File: src/rtl/oled_msg_sequencer.sv
// oled_msg_sequencer: sends a fixed message byte-by-byte to the OLED controller.
// Define OLED_SEQ_LOOP_EN to add the loop_en port for endless message repeat.
module oled_msg_sequencer #(
   parameter int unsigned          MSG_MAX            = 5,
   parameter logic [MSG_MAX*8-1:0] MSG                = 40'h6F6C6C6568,
   parameter int unsigned          START_DELAY_CYCLES = 10_000_000,
   parameter int unsigned          CHAR_GAP_CYCLES    = 0,
   parameter bit                   AUTO_START         = 1'b1,
   localparam int unsigned         LW = $clog2(MSG_MAX + 1)
) (
   input  logic          clk,
   input  logic          rst_n,
   input  logic          start,
   input  logic [LW-1:0] msg_len,
   input  logic          wr_ready,
`ifdef OLED_SEQ_LOOP_EN
   input  logic          loop_en,
`endif
   output logic [7:0]    wr_data,
   output logic          wr_en,
   output logic          busy,
   output logic          done,
   output logic [LW-1:0] char_idx
);

   typedef enum logic [2:0] {
      IDLE,
      START_WAIT,
      SEND,
      GAP,
      DONE
   } state_t;

   localparam logic [LW-1:0] MAX_LEN = LW'(MSG_MAX);
   localparam logic [31:0]   SD      = 32'(START_DELAY_CYCLES);
   localparam logic [31:0]   GD      = 32'(CHAR_GAP_CYCLES);
   localparam int unsigned   NCH     = 2 ** LW;

   state_t        state, state_n;
   logic [31:0]   cnt, cnt_n;
   logic [LW-1:0] idx_n;
   logic [LW-1:0] len, len_n;
   logic [LW-1:0] len_in;
   logic [7:0]    data_n;
   logic          wen_n;
   logic          arm, arm_n;
   logic          sd_hit, gd_hit;
   logic          last;
   logic          loop_req;
   logic [7:0]    chars [NCH];

   // Message bytes as an index-width-exact table; unused slots read zero.
   for (genvar g = 0; g < NCH; g++) begin : g_chr
      if (g < MSG_MAX) begin : g_v
         assign chars[g] = MSG[8*g +: 8];
      end else begin : g_z
         assign chars[g] = 8'h00;
      end
   end

`ifdef OLED_SEQ_LOOP_EN
   assign loop_req = loop_en;
`else
   assign loop_req = 1'b0;
`endif

   assign len_in = (msg_len > MAX_LEN) ? MAX_LEN : msg_len;
   assign sd_hit = (SD == 32'd0) || (cnt == SD - 32'd1);
   assign gd_hit = (GD == 32'd0) || (cnt == GD - 32'd1);
   assign last   = ((char_idx + 1'b1) == len);
   assign busy   = (state == START_WAIT) || (state == SEND) || (state == GAP);
   assign done   = (state == DONE);

   // State, counters and registered write port.
   always_ff @(posedge clk or negedge rst_n) begin
      if (!rst_n) begin
         state    <= IDLE;
         cnt      <= '0;
         char_idx <= '0;
         len      <= '0;
         wr_data  <= '0;
         wr_en    <= 1'b0;
         arm      <= AUTO_START;
      end else begin
         state    <= state_n;
         cnt      <= cnt_n;
         char_idx <= idx_n;
         len      <= len_n;
         wr_data  <= data_n;
         wr_en    <= wen_n;
         arm      <= arm_n;
      end
   end

   // Next-state and next-output decode; counter clears on every state entry.
   always_comb begin
      state_n = state;
      cnt_n   = cnt + 32'd1;
      idx_n   = char_idx;
      len_n   = len;
      data_n  = wr_data;
      wen_n   = 1'b0;
      arm_n   = arm;
      unique case (state)
         IDLE: begin
            cnt_n = '0;
            if (arm || start) begin
               arm_n   = 1'b0;
               len_n   = len_in;
               idx_n   = '0;
               state_n = START_WAIT;
            end
         end
         START_WAIT: begin
            if (sd_hit) begin
               cnt_n   = '0;
               state_n = SEND;
            end
         end
         SEND: begin
            cnt_n = '0;
            if (char_idx == len) begin
               state_n = DONE;
            end else if (wr_ready) begin
               data_n = chars[char_idx];
               wen_n  = 1'b1;
               if (last && loop_req) begin
                  idx_n   = '0;
                  state_n = (GD != 32'd0) ? GAP : START_WAIT;
               end else begin
                  idx_n = char_idx + 1'b1;
                  if (GD != 32'd0) state_n = GAP;
               end
            end
         end
         GAP: begin
            if (gd_hit) begin
               cnt_n   = '0;
               state_n = SEND;
            end
         end
         DONE: begin
            cnt_n = '0;
            if (start) begin
               len_n   = len_in;
               idx_n   = '0;
               state_n = START_WAIT;
            end
         end
         default: begin
            cnt_n   = '0;
            state_n = IDLE;
         end
      endcase
   end

endmodule

File: config.mk
export PLATFORM = sky130hd
export DESIGN_NAME = oled_msg_sequencer
export DESIGN_NICKNAME = d
export VERILOG_FILES = /design/src/rtl/oled_msg_sequencer.sv
export SDC_FILE = /design/constraint.sdc
export NUM_CORES = 1
export LEC_CHECK = 0
export CORE_ASPECT_RATIO = 1.4
export CORE_MARGIN = 8
export CORE_UTILIZATION = 55
export CTS_BUF_LIST = sky130_fd_sc_hd__clkbuf_4 sky130_fd_sc_hd__clkbuf_8
export CTS_CLUSTER_DIAMETER = 60
export DETAILED_ROUTE_END_ITERATION = 7
export HOLD_SLACK_MARGIN = 0.05
export PLACE_DENSITY = 0.87
export SYNTH_ARGS = -nofsm -noshare
export SYNTH_HDL_FRONTEND = slang
export SYNTH_SLANG_ARGS = --single-unit
File: constraint.sdc
create_clock -name clk -period 2.4 [get_ports clk]
set_input_delay 0.36 -clock clk [delete_from_list [all_inputs] [get_ports clk]]
set_output_delay 0.36 -clock clk [all_outputs]
set_load 0.05 [all_outputs]
Word level (Yosys, flattened, before mapping)
Memory sizes are Yosys's and may differ from the RTL's. A register that Yosys moved wholly into a read port is not among the register bits.
Cells that the tools add are included.
Widths: inputs -> output; s select.
- add/subtract/negate cells: 2
- order comparisons: 1
- equal/unequal tests: 12
- muxes and demuxes: 19
- bitwise logic cells: 2
- reductions and logical operators: 12
- operators by type and width (kind ; number):
    $mux 32 ; 2
    $mux 3 ; 11
    $add 32x1->32 const B ; 1
    $eq 32x24->1 const B ; 1
    $pmux 3 s5 ; 1
    $ne 2x2->1 const B ; 5
    $pmux 3 s3 ; 1
    $eq 3x2->1 const B ; 2
    $pmux 3 s2 ; 1
    $reduce_and 3->1 ; 2
    $reduce_and 5->1 ; 1
    $not 3->4 ; 1
    $reduce_and 4->1 ; 1
    $add 3x1->3 const B ; 1
    $eq 3x1->1 const B ; 1
    $eq 3x3->1 ; 1
    $eq 3x3->1 const B ; 1
    $gt 3x3->1 const B ; 1
    $logic_not 3->1 ; 1
    $logic_or 1x1->1 ; 3
    $mux 1 ; 3
    $reduce_bool 3->1 ; 1
    $ne 2x1->1 const B ; 1
    $reduce_and 2->1 ; 1
    3 further kinds ; 3
- bits in registers: 43
- ROM bits: 64
- logic and storage cells: 55
- memories: 1
- memory list (name ; depth ; bits a word ; read ports ; clocked after Yosys merged registers in ; wr ports ; line ; text):
    (name not given) ; 8 ; 8 ; 1 ; 1 ; 0 ; 125 ; data_n = chars[char_idx];

Longest topological paths before layout
Gate-level depths: netlist (run 1).
- word-level depth: 4
- mapped depth: 7
- mapped depth without buffers: 5

Worst setup path before layout (run 1)
OpenSTA, ideal clock, no wires.
- path type: register to register
- start: register char_idx[2]
- end: register wr_data[2]
- data arrival time: 1894 ps
- data required time: 2304 ps
- slack: 411 ps
- stages on the path, launching flop included: 7
- buffers on the path: 2
- cells stage by stage: dfrtp_1 > clkbuf_1 > xor2_1 > o311ai_2 > clkbuf_1 > nand2_1 > o31ai_1
- longest elaborated chain between the ends: 3
- elaborated cells between the ends (all ways): 4
- those cells by class: 1 x eq/ne; 2 x bitwise; 1 x reduce/logical
- RTL lines (what ; line ; text):
    from (decl) ; 23 ; output logic [LW-1:0] char_idx
    from (signal assigned) ; 87 ; char_idx <= idx_n;
    $eq 3x3->1 ; 122 ; if (char_idx == len) begin
    $not 1->1 (no source line) ; - ;
    $reduce_and 3->1 (no source line) ; - ;
    to (decl) ; 19 ; output logic [7:0] wr_data,
Parallel ways exist; a longest one is shown, timed or not.
A chain may end at the register's enable or synchronous reset.

Worst setup path in the final report (run 1)
- start: register state[1]
- end: output done
- longest elaborated chain between the ends: 1
- RTL lines (what ; line ; text):
    from (decl) ; 39 ; state_t state, state_n;
    from (signal assigned) ; 85 ; state <= state_n;
    $eq 3x3->1 ; 72 ; assign done = (state == DONE);
    to (decl) ; 22 ; output logic done,
Every way passes these cells.

==> results, run 1 <==
- Once the floorplan was initialized, standard cells occupied 57.4% of the core.
- The share of total power in combinational logic is 12.8%.
- The upper clock frequency limit is 443 MHz.
- Buffers added to address setup during post-CTS repair amount to 0.
- The longest clock path from root to sink contains 2 buffers.
- With fillers left out, the area of the finished cells amounts to 2890 um2.
- The maximum single-stage delay on the critical path is 0.80 ns.
- After synthesis, the cell types taking the most area are sky130_fd_sc_hd__dfrtp_1 (45%), sky130_fd_sc_hd__a21oi_1 (4.6%), sky130_fd_sc_hd__o31ai_1 (4.3%).
- The net switching share of the total power is 27.4%.
- The count of nets left with antenna violations once routing finished came out at 0.
- The first detailed-routing pass took 4 iterations.
- From left edge to right edge, the die measures 74.2 um.
- The number of flops mapped to enable cells by yosys is 0.
- The chip height is 97.4 um.
- The most frequently used flop master after synthesis is sky130_fd_sc_hd__dfrtp_1.
- The flop and latch count out of synthesis is 48.
- For this run, the number of standard cells in the final layout without fillers is 351.
- Together, buffers and inverters on the worst path number 2.
- The net switching power is 441 uW.
- The aggregate negative setup slack is 0 ns.
- The area of the core is 4540 um2.
- The synthesized netlist devotes 25.3% of its cell area to simple gates.
- The via count of the first global-routing pass is 2,070.
- The slew at the pin with the worst max-slew slack is 0.702 ns.
- From synthesis to final layout, the design area changed by 10.8%.
- The critical path required time is 2.04 ns.
- The number of antenna violations at the first check in global routing came to 0.
- In this run the worst path has a maximum fanout of 8.
- The slowest stage of the critical path belongs to the cell sky130_fd_sc_hd__clkdlybuf4s50_1.
- The total wirelength of the detailed-routed design is 5.36 mm.
- The synthesized design spends more area on one cell type than any other, namely sky130_fd_sc_hd__dfrtp_1.
- The count of pins on the block boundary is 21.
- The wire length of the first global-routing pass is 9.37 mm.
- The initialized floorplan defines 29 standard-cell rows.
- The max-slew violation count came to 0.
- The combinational family with the most area after synthesis is simple AND/OR/NAND/NOR gates.
- The count of H-tree levels built during CTS is 2.
- Global routing used 16.0% of the available tracks across all layers.
- The post-synthesis mux area share is 0.817%.
- The static leakage power is 0.00120 uW.
- Power spread over the standard cell area amounts to 558 nW/um2.
- The final worst clock skew is 0.0103 ns.
- TritonCTS built the clock tree.
- The number of endpoints with negative hold slack in the final report is 0.
- The die outline area is 7220 um2.
- Entering global routing, the biggest net connects 49 pins.
- The netlist uses 49 different library cells.
- The average wire per standard cell is 15.3 um.
- The fraction of final layout cells sized beyond drive strength 1 is 6.57%.
- The total inserted antenna cells is 0.
- The number of gates resized after CTS was 0.
- After synthesis, the mean cell area works out to 9.47 um2.
- Clock-pin slew was measured on the worst setup and hold paths at 0.09 ns.
- The Yosys step of the flow raised 0 warnings.
- The data arrival time of the critical path is 1.90 ns.
- The flow ran to the end, and the final reports show no timing, DRC or antenna violations.
- After legalization and detailed placement, the total HPWL measured 3.66 mm.
- The clock period could shrink to 2.26 ns.
- The final estimated routing congestion in global placement is 0.874.
- The count of buffers added on input and output ports is 18.
- The max capacitance violation total is 0.
- Including well taps, the total number of placed cells is 343.
- After synthesis, the share of flip-flops with an asynchronous set or reset is 100%.
- The clock insertion delay at the later pin of the skew report is 0.31 ns.
- The sequential area share after synthesis is 46.2%.
- Walking the worst path, the cells encountered are nor2_1 > nand2_1 > inv_1 > clkdlybuf4s50_1.
- The per-cell via count in the routed design is 6.12.
- The part of the total power dissipated in the clock network is 30.8%.
- The sequential fraction of design power is 56.4%.
- The library cell used most frequently in the layout, excluding fill and tap cells, is sky130_fd_sc_hd__dfrtp_1.
- The category of cells accounting for the largest share of critical-path delay is buffers and inverters.
- The worst setup path is launched from a register.
- The number of hold buffers added after CTS was 0.
- Timing analysis after detailed placement gives a worst setup slack of 0.403 ns.
- The post-synthesis instance area is 2600 um2.
- The slack of the critical path is 0.142 ns.
- Summing all placed instances gives a cell area of 2800 um2.
- IR analysis of the VDD net gives a maximum drop of 0.284 mV.
- Setup repair after global routing left no endpoint under its margin.
- The clock root buffer is sky130_fd_sc_hd__clkbuf_8.
- The total global routing overflow is 0.
- For this block, the initial DRC count from the detailed router was 80.
- The total clock buffers created by CTS is 5.
- After synthesis, the largest area contributor takes up 45.2% of total cell area.
- The synthesized netlist devotes 2.40% of its cell area to adder and majority cells.
- The detailed-route via count is 2,148.
- The final clock period utilization by the worst path is 94.1%.
- The worst slew slack as a fraction of its limit is 53.1%.
- The net count of the finished layout is 300.
- The worst min-delay path class is input pin to asynchronous set/reset pin.
- The type of the worst setup path is register to output pin.
- The synthesized-area fraction occupied by ao, oa, aoi and oai cells is 17.1%.
- The xor and xnor fraction of the mapped netlist area is 3.03%.
- The top cell types in the final layout, fill and taps aside, are sky130_fd_sc_hd__dfrtp_1 (47), sky130_fd_sc_hd__nand2_1 (26), sky130_fd_sc_hd__a21oi_1 (24), sky130_fd_sc_hd__clkdlybuf4s50_1 (17), sky130_fd_sc_hd__o31ai_1 (15).
- The type of destination of the critical path is an output pin.
- The final number of setup-violating endpoints is 0.
- For this run, design rule violations remaining after detail routing come to 0.
- The instance count of the mapped netlist is 275.
- Cell internal power was estimated by the tool at 1170 uW.
- The clock drives 48 sinks.
final cells by class:
class / instances / area, um2
fill: 388 / 1650
sequential: 48 / 1200
timing repair buffer: 22 / 205
multi-input combinational: 201 / 1270
tap: 62 / 77.6
clock inverter: 1 / 5.00
inverter: 10 / 37.5
clock buffer: 7 / 83.8
synth_stat cells (all sizes together) (2+ instances only):
cell type / number
and2: 8
ha: 5
nand4: 8
inv: 10
dfrtp: 47
nand3: 12
or4: 14
a21oi: 24
buf: 12
nand2: 26
xor2: 6
clkbuf: 5
nor3b: 2
or3: 11
o21ai: 20
nor2: 11
nor4: 3
nor2b: 4
o31ai: 16
and4: 4
and3: 4
xnor2: 3
a311oi: 2
per-layer routing:
layer  share of wire (%)  track usage (%)  vias up  routed length (um)
met1                  42             18.1     1070                2270
met2                  53             27.7       33                2820
li1                    -                -     1036                   -
met5                   0                0        -                   0
met3                 3.2             3.62        9                 172
met4                 1.7             6.03        0                  91
power groups by stage:
stage          sequential [uW]  combinational (uW)  clock (uW)
2_1_floorplan              913                 153           0
3_3_place_gp               919                 201           0
3_5_place_dp               923                 208           0
4_1_cts                    908                 209         508
5_1_grt                    916                 235         542
6_report                   908                 206         496
flip-flops by register name (all words and copies together) (netlist names):
register and count:
wr_data 5, char_idx 3, cnt 32, wr_en 1, state 3, len 3, arm 1
cell families (layout without fill, tap and decap cells):
logic type      Yosys count  count (layout)
other cells               1               2
buf+inv                  27              40
mux                       2               2
fa+ha+maj                 5               5
simple gates            113             113
xor+xnor                  9               9
compound gates           70              70
flops                    48              48
through the flow:
stage          utilization [%]  total power, uW  hold WS, ns
2_1_floorplan                -             1070       0.0644
3_3_place_gp              61.7             1120        0.437
3_5_place_dp              61.7             1130        0.445
4_1_cts                   63.6             1630        0.159
5_1_grt                   63.6             1690        0.185
6_report                  63.6             1610        0.133
worst register-to-register path, stage by stage, from the launching register on:
cell and delay [ns]:
sky130_fd_sc_hd__dfrtp_1 0.44, sky130_fd_sc_hd__and4_1 0.38, sky130_fd_sc_hd__nand4_4 0.39, sky130_fd_sc_hd__or4_1 0.62, sky130_fd_sc_hd__a21oi_1 0.16
worst paths after layout:
| path | from | to | slack [ns] | cells past startpoint |
|---|---|---|---|---|
| setup / recovery | state[1] | done | 0.14 | 4 |
| hold / removal | rst_n | wr_data[0] | 0.13 | 2 |
| setup reg to reg | cnt[9] | cnt[27] | 0.35 | 4 |
| hold reg to reg | arm | arm | 0.45 | 1 |
| max in group asynchronous | rst_n | cnt[19] | 1.86 | 2 |
| min in group clk | arm | arm | 0.45 | 1 |
No activity file was read; power rests on OpenSTA's default activity.
==> inputs of run 2 (changes only) <==
CTS_CLUSTER_SIZE = 12   (was not set)
==> results of run 2 <==
Final layout, timing and power as in run 1 (identical DEF).
==> inputs of run 3 (changes only) <==
ABC_AREA = 1   (was not set)
CORE_MARGIN = not set   (was 8)
PLACE_DENSITY = 0.86   (was 0.87)
==> run 3 against run 2 <==
Global-route usage rose by 14 points. First-iteration DRC count rose by 120%. Final cell count rose by 47%. Core utilization rose by 0.69 points. Sequential cell count did not move. Power rose by 60%. Non-clock buffer count fell by 1. Synthesized cell count rose by 55%. Sequential power rose by 11%. Largest power group is now combinational logic.
==> results, run 3 <==
- The flow ran to the end, and the final reports show no timing, DRC or antenna violations.
- The area of the core is 5200 um2 (+15%).
- The sequential area share after synthesis is 40.1% (-6.1 points).
- The fraction of final layout cells sized beyond drive strength 1 is 10.7% (+4.1 points).
- The final worst clock skew is 0.00525 ns (-0.00501 ns).
- The internal power component is 1460 uW (+25%).
- The quantity of I/O buffers inserted on ports is 18 (unchanged).
- The count of pins on the block boundary was 21 (unchanged).
- The cell area after placement was 3230 um2 (+16%).
- The critical path is of the register to output pin type.
- The slew at the pin with the worst max-slew slack is 0.536 ns (-0.167 ns).
- The synthesized area per cell is 7.04 um2 (-26%).
- The first-pass iteration count of the detailed router is 4 (unchanged).
- The worst setup path is launched from a register.
- The final layout net count is 461 (+54%).
- The worst slew slack as a fraction of its limit is 64.2% (+11 points).
- The worst register-to-register path begins at cnt[0].
- The sum of net half-perimeters after detailed placement is 5.88 mm (+61%).
- The worst min-delay path class is register to register.
- The data arrival time of the critical path is 1.79 ns (-0.11 ns).
- The chip height was 89.4 um (-8.2%).
- The per-cell via count in the routed design was 5.24 (-14%).
- Walking the worst path, the cells encountered are inv_1 > a21oi_1 > clkdlybuf4s50_1.
- The final non-filler cell total is 516 (+47%).
- The endpoint identified for the worst register-to-register timing path is state[1].
- The maximum clock path buffer count is 2 (unchanged).
- The placed cell count is 507 (+48%).
- The power per unit of standard cell area was 771 nW/um2 (+38%).
- The TritonCTS clock tree is done.
- The final number of setup-violating endpoints is 0 (unchanged).
- The die outline area came to 5760 um2 (-20%).
- The largest fanout on the critical path is 3 (-5).
- The post-synthesis instance area is 3000 um2 (+15%).
- The standard cell with the maximum stage delay on the critical path is sky130_fd_sc_hd__clkdlybuf4s50_1.
- sky130_fd_sc_hd__nand2_1 is the most common cell in the netlist.
- The critical path ends at busy.
- The shortest clock period the worst path allows after layout was 2.15 ns (-0.107 ns).
- The max-slew violation count was 0 (unchanged).
- The total global routing overflow is 0 (unchanged).
- The maximum number of pins on one net before global-route repair came to 49 (unchanged).
- The logic depth of the worst register-to-register path was 9 (+5).
- The final clock period utilization by the worst path is 89.6% (-4.5 points).
- Ranked by total cell area, the synthesized netlist is headed by sky130_fd_sc_hd__dfrtp_1 (39%), sky130_fd_sc_hd__nand2_1 (17%), sky130_fd_sc_hd__nor2_1 (12%).
- The aggregate global-route resource usage is 29.7% (+14 points).
- The DRC violation total after the first TritonRoute iteration is 174 (+120%).
- The final estimated routing congestion in global placement came to 0.988 (+13%).
- The number of antenna violations at the first check in global routing is 0 (unchanged).
- The biggest area contributor in the post-synthesis netlist is sky130_fd_sc_hd__dfrtp_1.
- The effective utilization at floorplan came to 57.7% (+0.32 points).
- The net switching power is 1110 uW (+150%).
- The multi-input gate area in the final layout is 1570 um2 (+23%).
- The area growth from synthesis to layout is 11.4%.
- The number of placement rows is 31 (+6.9%).
- The instance count of the mapped netlist is 426 (+55%).
- Sorting the synthesized cells by how often they occur yields sky130_fd_sc_hd__nand2_1 (132), sky130_fd_sc_hd__nor2_1 (92), sky130_fd_sc_hd__dfrtp_1 (47).
- The critical path required time is 2.04 ns (about the same).
- The sequential fraction of design power is 39.3% (-17 points).
- The number of sinks on the clock net is 48 (unchanged).
- The static leakage power is 0.00141 uW (+18%).
- The max capacitance violation total is 0 (unchanged).
- The warning count from the yosys run is 0 (unchanged).
- The number of endpoints with negative hold slack in the final report is 0 (unchanged).
- The most common cell after layout, fill and taps aside is sky130_fd_sc_hd__nand2_1.
- The detailed-route via count is 2,704 (+26%).
- The reg2reg setup slack is 0.78 ns (+0.43 ns).
- The maximum single-stage delay on the critical path came to 0.83 ns (+0.03 ns).
- The share of the synthesized area in the top cell type is 39.2% (-6.0 points).
- The total area of sequential cells is 1200 um2 (unchanged).
- The net switching share of the total power is 43.2% (+16 points).
- In this run the worst setup path begins at state[0].
- The count of unique library cells instantiated by Yosys is 35 (-29%).
- The most frequently used flop master after synthesis is sky130_fd_sc_hd__dfrtp_1.
- The average wire per standard cell was 14.6 um (-4.2%).
- The via count of the first global-routing pass came to 2,704 (+31%).
- The worst hold-check slack was 0.474 ns (+0.340 ns).
- The number of flops mapped to enable cells by yosys was 0 (unchanged).
- The flip-flop count of the largest register, all copies and words added was 32 (unchanged).
- The area of all placed cells without fillers came to 3340 um2 (+16%).
- The upper clock frequency limit is 465 MHz (+5.0%).
- cnt holds more flip-flops than any other register.
- The part of the total power dissipated in the clock network was 20.2% (-11 points).
- The clock transition at the registers of the reported paths came to 0.09 ns (about the same).
- The wire length of the first global-routing pass came to 12.7 mm (+36%).
- The total clock buffers created by CTS is 5 (unchanged).
- The largest registers in the layout are cnt x32, wr_data x5.
- The final routed DRC violation total was 0 (unchanged).
- The aggregate negative setup slack is 0 ns (unchanged).
- The number of fillers in the final layout was 481 (+24%).
- The type of destination of the critical path is an output pin.
- The proportion of synthesized flip-flops having asynchronous set or reset is 100% (unchanged).
- Setup repair after global routing left no endpoint under its margin.
- The total inserted antenna cells is 0 (unchanged).
- The clock insertion delay at the later pin of the skew report was 0.31 ns (about the same).
- The total wirelength of the detailed-routed design was 7.54 mm (+41%).
- The cell sitting at the root of the clock tree is a sky130_fd_sc_hd__clkbuf_8.
- The library cells used most frequently in the layout, excluding fill and tap cells, are sky130_fd_sc_hd__nand2_1 (132), sky130_fd_sc_hd__nor2_1 (92), sky130_fd_sc_hd__dfrtp_1 (47), sky130_fd_sc_hd__inv_1 (45), sky130_fd_sc_hd__nand3_1 (26).
- The share of total power in combinational logic was 40.6% (+28 points).
- The highest ir drop seen on vdd is 0.780 mV (+170%).
- The flop and latch count out of synthesis is 48 (unchanged).
- The width of the die is 64.4 um (-13%).
- The residual antenna-violating net count after detailed routing is 0 (unchanged).
- The count of H-tree levels built during CTS was 2 (unchanged).
==> run 3: cell count changes after synthesis, sizes merged, moves of 16 or more <==
cell | before | now
nand2 | 26 | 140
nand3 | 12 | 30
inv | 10 | 47
a21oi | 24 | 6
o31ai | 16 | 0
nor2 | 11 | 111
==> run 3: power by group through the flow <==
stage,combinational (uW),sequential (uW),clock (uW)
CTS,1050,1010,529
finish,1050,1010,520
floorplan,575,1200,0
global placement,1020,1020,0
global route,1130,1030,552
detailed placement,1050,1030,0
==> run 3: worst min-delay path by stage <==
stage,end,cells after the start,startpoint
floorplan,char_idx[0],0,rst_n
finish,arm,2,arm
global route,arm,2,arm
detailed placement,cnt[21],2,rst_n
CTS,arm,2,arm
global placement,cnt[21],2,rst_n
==> run 3: layer usage <==
metal  global-route usage, %  part of all wire, %  vias to the layer above
met4                    16.0                  4.2                        0
li1                        -                    -                     1345
met3                    4.46                  3.4                       25
met5                       0                    0                        -
met1                    31.6                   39                     1258
met2                    56.1                   53                       76
==> run 3: what timing repair did <==
action | CTS | global route
hold buffers | 1 | 0
buffers inserted | 0 | 0
resized for setup | 0 | 0
endpoints found under the hold margin | 47 | 0
==> run 3: area by class of cell <==
| cell class | instances | share of cell area [%] |
|---|---|---|
| clock buffers | 6 | 2.47 |
| clock inverters | 2 | 0.449 |
| inverters | 47 | 5.28 |
| multi-input cells | 326 | 47.1 |
| flip-flops and latches | 48 | 36.0 |
| well taps | 66 | 2.47 |
| repair buffers | 21 | 6.29 |
==> run 3: kinds of logic (layout without fill, tap and decap cells) <==
| kind of cell | Yosys count | count (layout) | share of synthesized area, % |
|---|---|---|---|
| xor+xnor | 13 | 13 | 3.79 |
| flops | 48 | 48 | 40.1 |
| compound gates | 18 | 18 | 3.71 |
| buf+inv | 53 | 76 | 7.63 |
| simple gates | 288 | 288 | 42.6 |
| other cells | 1 | 2 | 0.125 |
| fa+ha+maj | 5 | 5 | 2.09 |
==> run 3: through the flow <==
| step | power, uW | util, % | setup WS, ns |
|---|---|---|---|
| floorplan | 1770 | - | 0.639 |
| finish | 2580 | 64.3 | 0.250 |
| global route | 2710 | 64.3 | 0.195 |
| detailed placement | 2080 | 62.2 | 0.609 |
| global placement | 2050 | 62.2 | 0.633 |
| CTS | 2600 | 64.3 | 0.249 |
==> run 3: critical path, delay by kind of cell, from the launching register on <==
family                 cells  cell delay, ns
buffers and inverters      2            0.91
DFF                        1            0.42
AOI/OAI and AO/OA          1            0.16
